[src/rtl/clken_pkg.sv]
// Shared definitions for the clock-enable monitor: FSM state encoding and
// default parameter values.
package clken_pkg;

    typedef enum logic [1:0] {
        ST_IDLE    = 2'd0,
        ST_MEASURE = 2'd1,
        ST_LOCKED  = 2'd2
    } state_t;

    localparam int DEF_PERIOD_W   = 8;
    localparam int DEF_TOL        = 0;
    localparam int DEF_LOCK_COUNT = 4;

endpackage

[src/rtl/clken_monitor_gap_counter.sv]
// Saturating gap counter: counts master-clock cycles since the last enable
// pulse, clearing on every clken-high cycle and holding at all-ones.
module gap_counter
    import clken_pkg::*;
#(
    parameter int PERIOD_W = DEF_PERIOD_W
) (
    input  logic                clk25,
    input  logic                rst,
    input  logic                clken,
    output logic [PERIOD_W-1:0] cnt,
    output logic                saturated
);

    assign saturated = &cnt;

    always_ff @(posedge clk25) begin
        if (rst) begin
            cnt <= '0;
        end else if (clken) begin
            cnt <= '0;
        end else if (!saturated) begin
            cnt <= cnt + 1'b1;
        end
    end

endmodule

[src/rtl/clken_monitor.sv]
// Clock-enable rate monitor: measures enable-to-enable periods, tracks lock
// against an expected period and latches short/long period errors.
module clken_monitor
    import clken_pkg::*;
#(
    parameter int PERIOD_W   = DEF_PERIOD_W,
    parameter int TOL        = DEF_TOL,
    parameter int LOCK_COUNT = DEF_LOCK_COUNT
) (
    input  logic                clk25,
    input  logic                rst,
    input  logic                clken,
    input  logic [PERIOD_W-1:0] exp_period,
    input  logic                err_clr,
    output logic [PERIOD_W-1:0] meas_period,
    output logic                meas_valid,
    output logic                locked,
    output logic                err_short,
    output logic                err_long,
    output logic [15:0]         pulse_count
);

    localparam int WW = PERIOD_W + 1;
    localparam int GW = (LOCK_COUNT < 2) ? 1 : $clog2(LOCK_COUNT + 1);
    localparam logic [WW-1:0] TOL_W     = WW'(TOL);
    localparam logic [GW-1:0] LOCK_LAST = GW'(LOCK_COUNT - 1);
    localparam logic [GW-1:0] LOCK_FULL = GW'(LOCK_COUNT);

    logic [PERIOD_W-1:0] cnt;
    logic                cnt_sat;
    logic [PERIOD_W-1:0] exp_q;
    logic [WW-1:0]       exp_w, lo, hi, period;
    logic                exp_change, timeout;

    state_t              state, state_n;
    logic [GW-1:0]       good_cnt, good_n;
    logic                fired, fired_n;
    logic [PERIOD_W-1:0] meas_period_n;
    logic                meas_valid_n, err_short_n, err_long_n;

    gap_counter #(.PERIOD_W(PERIOD_W)) u_gap (
        .clk25     (clk25),
        .rst       (rst),
        .clken     (clken),
        .cnt       (cnt),
        .saturated (cnt_sat)
    );

    // Window and observed period are one bit wider so exp_period+TOL never wraps.
    assign exp_w      = {1'b0, exp_period};
    assign hi         = exp_w + TOL_W;
    assign lo         = (exp_w > TOL_W) ? (exp_w - TOL_W) : WW'(1);
    assign period     = cnt_sat ? {1'b0, cnt} : ({1'b0, cnt} + WW'(1));
    assign exp_change = (exp_period != exp_q);
    assign timeout    = !clken && ({1'b0, cnt} >= hi) && !fired;
    assign locked     = (state == ST_LOCKED);

    always_comb begin
        state_n       = state;
        good_n        = good_cnt;
        fired_n       = clken ? 1'b0 : fired;
        meas_period_n = meas_period;
        meas_valid_n  = 1'b0;
        err_short_n   = err_short & ~err_clr;
        err_long_n    = err_long & ~err_clr;

        if (exp_change || exp_period == '0) begin
            state_n = ST_IDLE;
            good_n  = '0;
        end else begin
            case (state)
                ST_IDLE: begin
                    if (clken) state_n = ST_MEASURE;
                end
                ST_MEASURE, ST_LOCKED: begin
                    if (clken) begin
                        meas_period_n = period[PERIOD_W-1:0];
                        meas_valid_n  = 1'b1;
                        if (period < lo) begin
                            err_short_n = 1'b1;
                            good_n      = '0;
                            state_n     = ST_MEASURE;
                        end else if (period > hi) begin
                            // A timeout earlier in this gap has already reported it.
                            if (!fired) err_long_n = 1'b1;
                            good_n  = '0;
                            state_n = ST_MEASURE;
                        end else if (state == ST_MEASURE) begin
                            if (good_cnt >= LOCK_LAST) begin
                                good_n  = LOCK_FULL;
                                state_n = ST_LOCKED;
                            end else begin
                                good_n = good_cnt + 1'b1;
                            end
                        end
                    end else if (timeout) begin
                        err_long_n = 1'b1;
                        fired_n    = 1'b1;
                        good_n     = '0;
                        state_n    = ST_MEASURE;
                    end
                end
                default: begin
                    state_n = ST_IDLE;
                    good_n  = '0;
                end
            endcase
        end
    end

    always_ff @(posedge clk25) begin
        if (rst) begin
            state       <= ST_IDLE;
            good_cnt    <= '0;
            fired       <= 1'b0;
            exp_q       <= exp_period;
            meas_period <= '0;
            meas_valid  <= 1'b0;
            err_short   <= 1'b0;
            err_long    <= 1'b0;
            pulse_count <= '0;
        end else begin
            state       <= state_n;
            good_cnt    <= good_n;
            fired       <= fired_n;
            exp_q       <= exp_period;
            meas_period <= meas_period_n;
            meas_valid  <= meas_valid_n;
            err_short   <= err_short_n;
            err_long    <= err_long_n;
            if (clken) pulse_count <= pulse_count + 16'd1;
        end
    end

endmodule
[config.mk]
export PLATFORM = sky130hd
export DESIGN_NAME = clken_monitor
export DESIGN_NICKNAME = d
export VERILOG_FILES = /design/src/rtl/clken_pkg.sv /design/src/rtl/clken_monitor_gap_counter.sv /design/src/rtl/clken_monitor.sv
export SDC_FILE = /design/constraint.sdc
export NUM_CORES = 1
export LEC_CHECK = 0
export BUFFER_PORTS_ARGS = -buffer_cell sky130_fd_sc_hd__clkbuf_2
export CAP_MARGIN = 25
export CORE_MARGIN = 2
export CORE_UTILIZATION = 35
export DETAILED_ROUTE_END_ITERATION = 16
export MAX_ROUTING_LAYER = met4
export PLACE_DENSITY = 0.51
export SLEW_MARGIN = 40
export SYNTH_ARGS = -nofsm -noshare
export SYNTH_HDL_FRONTEND = slang
export SYNTH_SLANG_ARGS = --single-unit
[constraint.sdc]
create_clock -name clk25 -period 4.8 [get_ports clk25]
set_input_delay 0 -clock clk25 [delete_from_list [all_inputs] [get_ports clk25]]
set_output_delay 0 -clock clk25 [all_outputs]
set_load 0.03 [all_outputs]
# Yosys cells after proc, flatten, opt, wreduce, memory -nomap -nowiden
# Index checks and enable logic that the tools add are counted.
[word_totals]
ff_bits = 49
in_bits = 12
wordCells = 81
[classes]
add_sub_neg = 4
order_cmp = 5
eq_ne = 7
muxes = 34
bitwise_logic = 6
n_reduce_logical = 15
[op_table]
columns = ["operator", "count"]
rows = [
  ["$mux W3", 6],
  ["$mux W1", 17],
  ["$add A16 B1 Y16 const B", 1],
  ["$mux W2", 7],
  ["$ne A5 B5 Y1 const B", 2],
  ["$add A8 B1 Y9 const B", 1],
  ["$gt A9 B8 Y1", 1],
  ["$lt A9 B8 Y1", 1],
  ["$mux W9", 1],
  ["$add A8 B1 Y8 const B", 1],
  ["$ge A8 B8 Y1", 1],
  ["$gt A8 B1 Y1 const B", 1],
  ["$logic_not A8 Y1", 1],
  ["$mux W8", 1],
  ["$ne A8 B8 Y1", 1],
  ["$reduce_and A8 Y1", 1],
  ["$pmux W3 S2", 1],
  ["$reduce_and A3 Y1", 2],
  ["$reduce_or A2 Y1", 3],
  ["$not A1 Y1", 4],
  ["$pmux W2 S2", 1],
  ["$reduce_and A4 Y1", 1],
  ["$add A3 B1 Y3 const B", 1],
  ["$ge A3 B2 Y1 const B", 1],
  ["10 further kinds", 13],
]

# Longest topological paths before layout
[depth]
ltp_word = 8
depth_mapped = 14
ltp_nobuf = 14

# Cells and area by module
# From an unflattened synthesis, not the netlist that was laid out.
[unflattened]
cells_unflattened = 342
hier_area_um2 = 3017.9
[by_module_without_submodules]
columns = ["module", "n_inst", "cells_per_inst", "area_each_um2", "seq_area_each_um2"]
rows = [
  ["clken_monitor", 1, 298, 2603.7, 820.8],
  ["gap_counter", 1, 44, 414.1, 160.2],
]

# Worst setup path before layout
# OpenSTA, ideal clock, no wires.
[synth_timing]
path_kind = "register to register"
start = "reg u_gap.cnt[0]"
end = "reg good_cnt[0]"
setup_ns = 0.070
arrival_ns = 3.209
path_slack_ns = 1.521
stages_incl_launch_ff = 14
path_buffers = 0
synth_period_minus_slack_ns = 3.279
cell_sequence = "dfxtp_1 -> ha_1 -> nand4_1 -> nor2_1 -> mux2_2 -> ha_1 -> nand3_1 -> a211oi_1 -> nor3_1 -> o211ai_1 -> a41oi_1 -> or3_4 -> o32a_1 -> a21oi_1"
[synth_via]
elab_chain_cells = 7
elab_cells_between_ends = 15
[synth_rtl]
columns = ["element", "line", "text"]
rows = [
  ["from (decl)", "clken_monitor_gap_counter.sv:11", "output logic [PERIOD_W-1:0] cnt,"],
  ["from (signal assigned)", "clken_monitor_gap_counter.sv:23", "cnt <= cnt + 1'b1;"],
  ["$add A8 B1 Y9 or $reduce_and A8 Y1 (tied branches)", "clken_monitor.sv:53, clken_monitor_gap_counter.sv:15", ""],
  ["$mux W9 (*)", "clken_monitor.sv:53", "assign period = cnt_sat ? {1'b0, cnt} : ({1'b0, cnt} + WW'(1));"],
  ["via period[1]", "clken_monitor.sv:32", "logic [WW-1:0] exp_w, lo, hi, period;"],
  ["$gt A9 B8 Y1", "clken_monitor.sv:83", "end else if (period > hi) begin"],
  ["$mux W3", "clken_monitor.sv:83", ""],
  ["$mux W3", "clken_monitor.sv:79", "if (period < lo) begin"],
  ["$mux W3", "clken_monitor.sv:76", "if (clken) begin"],
  ["$pmux W3 S2", "clken_monitor.sv:71", "case (state)"],
  ["to (signal assigned)", "clken_monitor.sv:124", "good_cnt <= good_n;"],
  ["to (decl)", "clken_monitor.sv:36", "logic [GW-1:0] good_cnt, good_n;"],
]
# Mark *: on every way through the listed nets, which the timed path passes. The rest lies on a longest branch.
# A chain may end at the register's enable or synchronous reset.

# Worst setup path after layout
[layout_timing]
start = "reg u_gap.cnt[0]"
end = "reg good_cnt[2]"
# Same word-level chain as after synthesis.

==> metrics.txt <==
# TYPE chip_impl_metric gauge
chip_impl_metric{name="timing.reg2reg.setup_slack",unit="ns"} 1.02
chip_impl_metric{name="synthDistinctLibCells",unit=""} 50
chip_impl_info{name="synth_ff_type",value="sky130_fd_sc_hd__dfxtp_1"} 1
chip_impl_info{name="top_cells_by_area_in_the_synthesized_netlist",value="sky130_fd_sc_hd__dfxtp_1 (35%), sky130_fd_sc_hd__ha_1 (12%), sky130_fd_sc_hd__nor2_1 (5.3%)"} 1
chip_impl_metric{name="cp_data_required_time",unit="ns"} 5.02
chip_impl_metric{name="critical_path_buf_inv_count",unit=""} 0
chip_impl_metric{name="design.portCount",unit=""} 40
chip_impl_metric{name="timing.final.crit_period",unit="ns"} 3.78
chip_impl_metric{name="synthCells",unit=""} 327
chip_impl_metric{name="remaining_max_slew_budget_at_the_tightest_pin",unit="%"} 50.3
chip_impl_metric{name="p_leak",unit="nW"} 1.37
chip_impl_info{name="worst_flop_to_flop_path_startpoint",value="u_gap.cnt[0]"} 1
chip_impl_info{name="path_cells",value="ha_1 -> nand4_1 -> nor2_1 -> mux2_2 -> ha_1 -> nand3_1 -> a211oi_1 -> nor3_1 -> o211ai_1 -> a41oi_1 -> nor3_1 -> nand2_1 -> a211oi_1"} 1
chip_impl_metric{name="design.die.area",unit="um^2"} 8690
chip_impl_metric{name="post_synth.cell_area_avg",unit="um^2"} 8.52
chip_impl_info{name="result_of_the_run",value="finished, final reports clean"} 1
chip_impl_metric{name="ys_ff_latch",unit=""} 49
chip_impl_metric{name="finalWirelength",unit="um"} 6240
chip_impl_metric{name="vdd_drop_max",unit="mV"} 0.147
chip_impl_metric{name="area_of_combinational_cells_with_multiple_inputs",unit="um^2"} 1680
chip_impl_metric{name="layout-area-overhead-vs-synth",unit="%"} 16.8
chip_impl_metric{name="number_of_hold_violations_in_the_final_report",unit=""} 0
chip_impl_metric{name="finish.cell_count_without_fillers",unit=""} 475
chip_impl_info{name="rsz0062_at_grt",value="false"} 1
chip_impl_metric{name="cts_buffer_depth",unit=""} 2
chip_impl_info{name="worst_hold_path_type",value="in2reg"} 1
chip_impl_metric{name="grt_first_pass_wirelength",unit="um"} 11000
chip_impl_info{name="crit-reg2reg-capture",value="good_cnt[2]"} 1
chip_impl_metric{name="grt-ovfl-total",unit=""} 0
chip_impl_metric{name="drt_drc_violations_left",unit=""} 0
chip_impl_metric{name="worst_path_clk_slew",unit="ns"} 0.10
chip_impl_metric{name="final-max-slew-violation-count",unit=""} 0
chip_impl_info{name="crit_type",value="reg2reg"} 1
chip_impl_metric{name="antenna_found_initial",unit=""} 0
chip_impl_metric{name="cts_num_sinks",unit=""} 49
chip_impl_info{name="synth_area_leader_cell",value="sky130_fd_sc_hd__dfxtp_1"} 1
chip_impl_metric{name="ctsResizeCount",unit=""} 0
chip_impl_metric{name="dp.final_hpwl",unit="um"} 4790
chip_impl_metric{name="asyncSetResetFlopFracSynth",unit="%"} 0
chip_impl_metric{name="setup_total_negative_slack",unit="ns"} 0
chip_impl_metric{name="cts_setup_buffers",unit=""} 0
chip_impl_metric{name="detailedRoute.firstIterationViolations",unit=""} 99
chip_impl_metric{name="io_buffers",unit=""} 39
chip_impl_metric{name="reg2reg_depth",unit=""} 13
chip_impl_metric{name="worst_path_depth",unit=""} 13
chip_impl_info{name="setup.worst_path.start_class",value="flip-flop"} 1
chip_impl_metric{name="worst-slew-pin-transition",unit="ns"} 0.741
chip_impl_metric{name="grt_use_total",unit="%"} 16.0
chip_impl_metric{name="seqCellArea",unit="um^2"} 981
chip_impl_metric{name="crit_path_max_fanout",unit=""} 5
chip_impl_metric{name="dpl_cells",unit=""} 459
chip_impl_metric{name="share_of_the_synthesized_area_in_the_top_cell_type",unit="%"} 35.2
chip_impl_metric{name="fp.dieW",unit="um"} 93.2
chip_impl_metric{name="arrival",unit="ns"} 4.00
chip_impl_metric{name="max_stage_delay",unit="ns"} 0.56
chip_impl_metric{name="place_congestion",unit=""} 0.813
chip_impl_info{name="cp-startpoint",value="u_gap.cnt[0]"} 1
chip_impl_metric{name="drtAntennaViolNets",unit=""} 0
chip_impl_metric{name="finalNetCount",unit=""} 411
chip_impl_metric{name="cts_made_buffers",unit=""} 5
chip_impl_metric{name="drt_pre_antenna_iters",unit=""} 4
chip_impl_metric{name="vias_per_cell",unit=""} 5.00
chip_impl_metric{name="power.density_cell_area",unit="nW/um^2"} 231
chip_impl_metric{name="finalHoldWorstSlack",unit="ns"} 0.0345
chip_impl_metric{name="synth_edf_count",unit=""} 0
chip_impl_metric{name="skew",unit="ns"} 0.00710
chip_impl_metric{name="synthesis.area",unit="um^2"} 2790
chip_impl_metric{name="largest_net_degree_at_the_start_of_global_routing",unit=""} 32
chip_impl_metric{name="floorplan.rows",unit=""} 32
chip_impl_info{name="critical_path_sink",value="good_cnt[2]"} 1
chip_impl_metric{name="die_h",unit="um"} 93.2
chip_impl_metric{name="wire_per_inst",unit="um"} 13.1
chip_impl_info{name="cts.root.buffer_cell",value="sky130_fd_sc_hd__clkbuf_8"} 1
chip_impl_metric{name="fmaxAchievable",unit="GHz"} 0.265
chip_impl_metric{name="clk_lat_worst_skew",unit="ns"} 0.30
chip_impl_metric{name="ys_warn_count",unit=""} 0
chip_impl_info{name="slowest_stage",value="sky130_fd_sc_hd__nor3_1"} 1
chip_impl_info{name="cts_tree",value="done"} 1
chip_impl_metric{name="core_area",unit="um^2"} 7730
chip_impl_metric{name="seq_area_frac_synth",unit="%"} 35.2
chip_impl_metric{name="start_util",unit="%"} 36.1
chip_impl_info{name="timing.critical_path.to_type",value="flip-flop"} 1
chip_impl_metric{name="syn_nets",unit=""} 366
chip_impl_metric{name="layout.core_utilization",unit="%"} 42.1
chip_impl_metric{name="setup_viol",unit=""} 0
chip_impl_metric{name="antenna_cells_inserted",unit=""} 0
chip_impl_metric{name="layout_worst_path_cycle_share",unit="%"} 78.7
chip_impl_metric{name="cap_viol_max_count",unit=""} 0
chip_impl_metric{name="routed-via-count",unit=""} 2376
chip_impl_metric{name="first_global_vias",unit=""} 2265
chip_impl_metric{name="fin_total_pwr",unit="W"} 0.000754
chip_impl_info{name="cpLargestDelayFamily",value="simple AND/OR/NAND/NOR gates"} 1
chip_impl_metric{name="ctsHtreeMaxLevel",unit=""} 2
chip_impl_metric{name="fraction_of_final_layout_cells_with_drive_strength_greater_than_1",unit="%"} 15.8
chip_impl_metric{name="fillCellCount",unit=""} 791
[kinds of logic after synthesis]
| family | synth area share (%) |
|---|---|
| DFF | 35.2 |
| xor gates and xnor gates | 7.23 |
| adders and majority gates | 12.1 |
| buffers and inverters | 4.45 |
| AOI/OAI and AO/OA | 15.1 |
| muxes | 2.92 |
| and+or+nand+nor | 23.0 |
[stage by stage]
step           worst slack, ns  instance area [um^2]
2_1_floorplan             1.52                  2790
3_3_place_gp              1.16                  3080
3_5_place_dp              1.03                  3080
4_1_cts                   1.02                  3260
5_1_grt                  0.614                  3260
6_report                  1.02                  3260
[worst register-to-register path: stages, from the launching register on]
cell and delay (ns):
sky130_fd_sc_hd__dfxtp_1 0.42, sky130_fd_sc_hd__ha_1 0.25, sky130_fd_sc_hd__nand4_1 0.20, sky130_fd_sc_hd__nor2_1 0.30, sky130_fd_sc_hd__mux2_2 0.42, sky130_fd_sc_hd__ha_1 0.29
sky130_fd_sc_hd__nand3_1 0.12, sky130_fd_sc_hd__a211oi_1 0.27, sky130_fd_sc_hd__nor3_1 0.07, sky130_fd_sc_hd__o211ai_1 0.21, sky130_fd_sc_hd__a41oi_1 0.24, sky130_fd_sc_hd__nor3_1 0.56
sky130_fd_sc_hd__nand2_1 0.10, sky130_fd_sc_hd__a211oi_1 0.24
[timing repair]
action,in CTS,in global routing
hold buffers,8,0
hold endpoints to repair,8,0
endpoints found under the setup margin,0,0
[synth_stat cells, types with 2 or more instances]
cell / n
sky130_fd_sc_hd__ha_1: 27
sky130_fd_sc_hd__mux2i_1: 7
sky130_fd_sc_hd__nor2_1: 39
sky130_fd_sc_hd__nor3b_1: 2
sky130_fd_sc_hd__o2bb2ai_1: 2
sky130_fd_sc_hd__xor2_1: 14
sky130_fd_sc_hd__nor3_1: 8
sky130_fd_sc_hd__and3_1: 4
sky130_fd_sc_hd__dfxtp_1: 49
sky130_fd_sc_hd__o21ai_0: 11
sky130_fd_sc_hd__nand4_1: 5
sky130_fd_sc_hd__nand2b_1: 2
sky130_fd_sc_hd__o21a_1: 3
sky130_fd_sc_hd__nor2b_1: 5
sky130_fd_sc_hd__inv_1: 24
sky130_fd_sc_hd__nand2_1: 20
sky130_fd_sc_hd__nor4_1: 6
sky130_fd_sc_hd__o211ai_1: 2
sky130_fd_sc_hd__a211oi_1: 4
sky130_fd_sc_hd__or3_1: 6
sky130_fd_sc_hd__a31oi_1: 3
sky130_fd_sc_hd__or2_2: 3
sky130_fd_sc_hd__xnor2_1: 9
sky130_fd_sc_hd__nand3_1: 17
sky130_fd_sc_hd__clkbuf_1: 8
sky130_fd_sc_hd__o32a_1: 2
sky130_fd_sc_hd__o2111ai_1: 2
sky130_fd_sc_hd__and4_1: 3
sky130_fd_sc_hd__a21oi_1: 19
[report_power, final]
group          total (W)  internal (W)  switching, W
clock network   0.000268      0.000120      0.000148
logic          0.0000684     0.0000277     0.0000407
registers       0.000417      0.000412    0.00000467
total           0.000754      0.000560      0.000193
[placed cells by master (no fill, tap or decap), types with 9 or more instances in the layout]
cell | synthesis | final
sky130_fd_sc_hd__dfxtp_1 | 49 | 49
sky130_fd_sc_hd__nor2_1 | 39 | 39
sky130_fd_sc_hd__clkbuf_2 | 0 | 39
sky130_fd_sc_hd__ha_1 | 27 | 27
sky130_fd_sc_hd__inv_1 | 24 | 24
sky130_fd_sc_hd__nand2_1 | 20 | 20
sky130_fd_sc_hd__a21oi_1 | 19 | 19
sky130_fd_sc_hd__nand3_1 | 17 | 17
sky130_fd_sc_hd__xor2_1 | 14 | 14
sky130_fd_sc_hd__o21ai_0 | 11 | 11
sky130_fd_sc_hd__xnor2_1 | 9 | 9
[layout make-up]
class,instances,share of cell area (%)
multi-input cells,245,51.7
flip-flops and latches,49,30.1
repair buffers,47,8.46
well taps,102,3.92
inverters,24,2.77
clock buffers,6,2.54
clock inverters,2,0.538
[flip-flops by register name, summed over array words and instances, names as in the netlist]
| register | count |
|---|---|
| pulse_count | 16 |
| exp_q | 8 |
| meas_period | 8 |
| u_gap.cnt | 8 |
| good_cnt | 3 |
| state | 2 |
| err_long | 1 |
| err_short | 1 |
| fired | 1 |
| meas_valid | 1 |
[layer usage]
layer,vias up,wire length (um),track usage [%]
li1,1257,-,-
met1,1069,3240,22.4
met2,43,2690,24.0
met3,7,242,2.90
met4,0,66,3.68
met5,-,0,-
[worst min-delay path by stage]
stage	depth (start not counted)	start	to
final	4	err_clr	err_short
after global routing	4	err_clr	err_short
after CTS	4	err_clr	err_short
after detailed placement	1	exp_period[4]	exp_q[4]
after global placement	1	exp_period[4]	exp_q[4]
after floorplan	0	exp_period[0]	exp_q[0]
No activity file was read; power rests on OpenSTA's default activity.
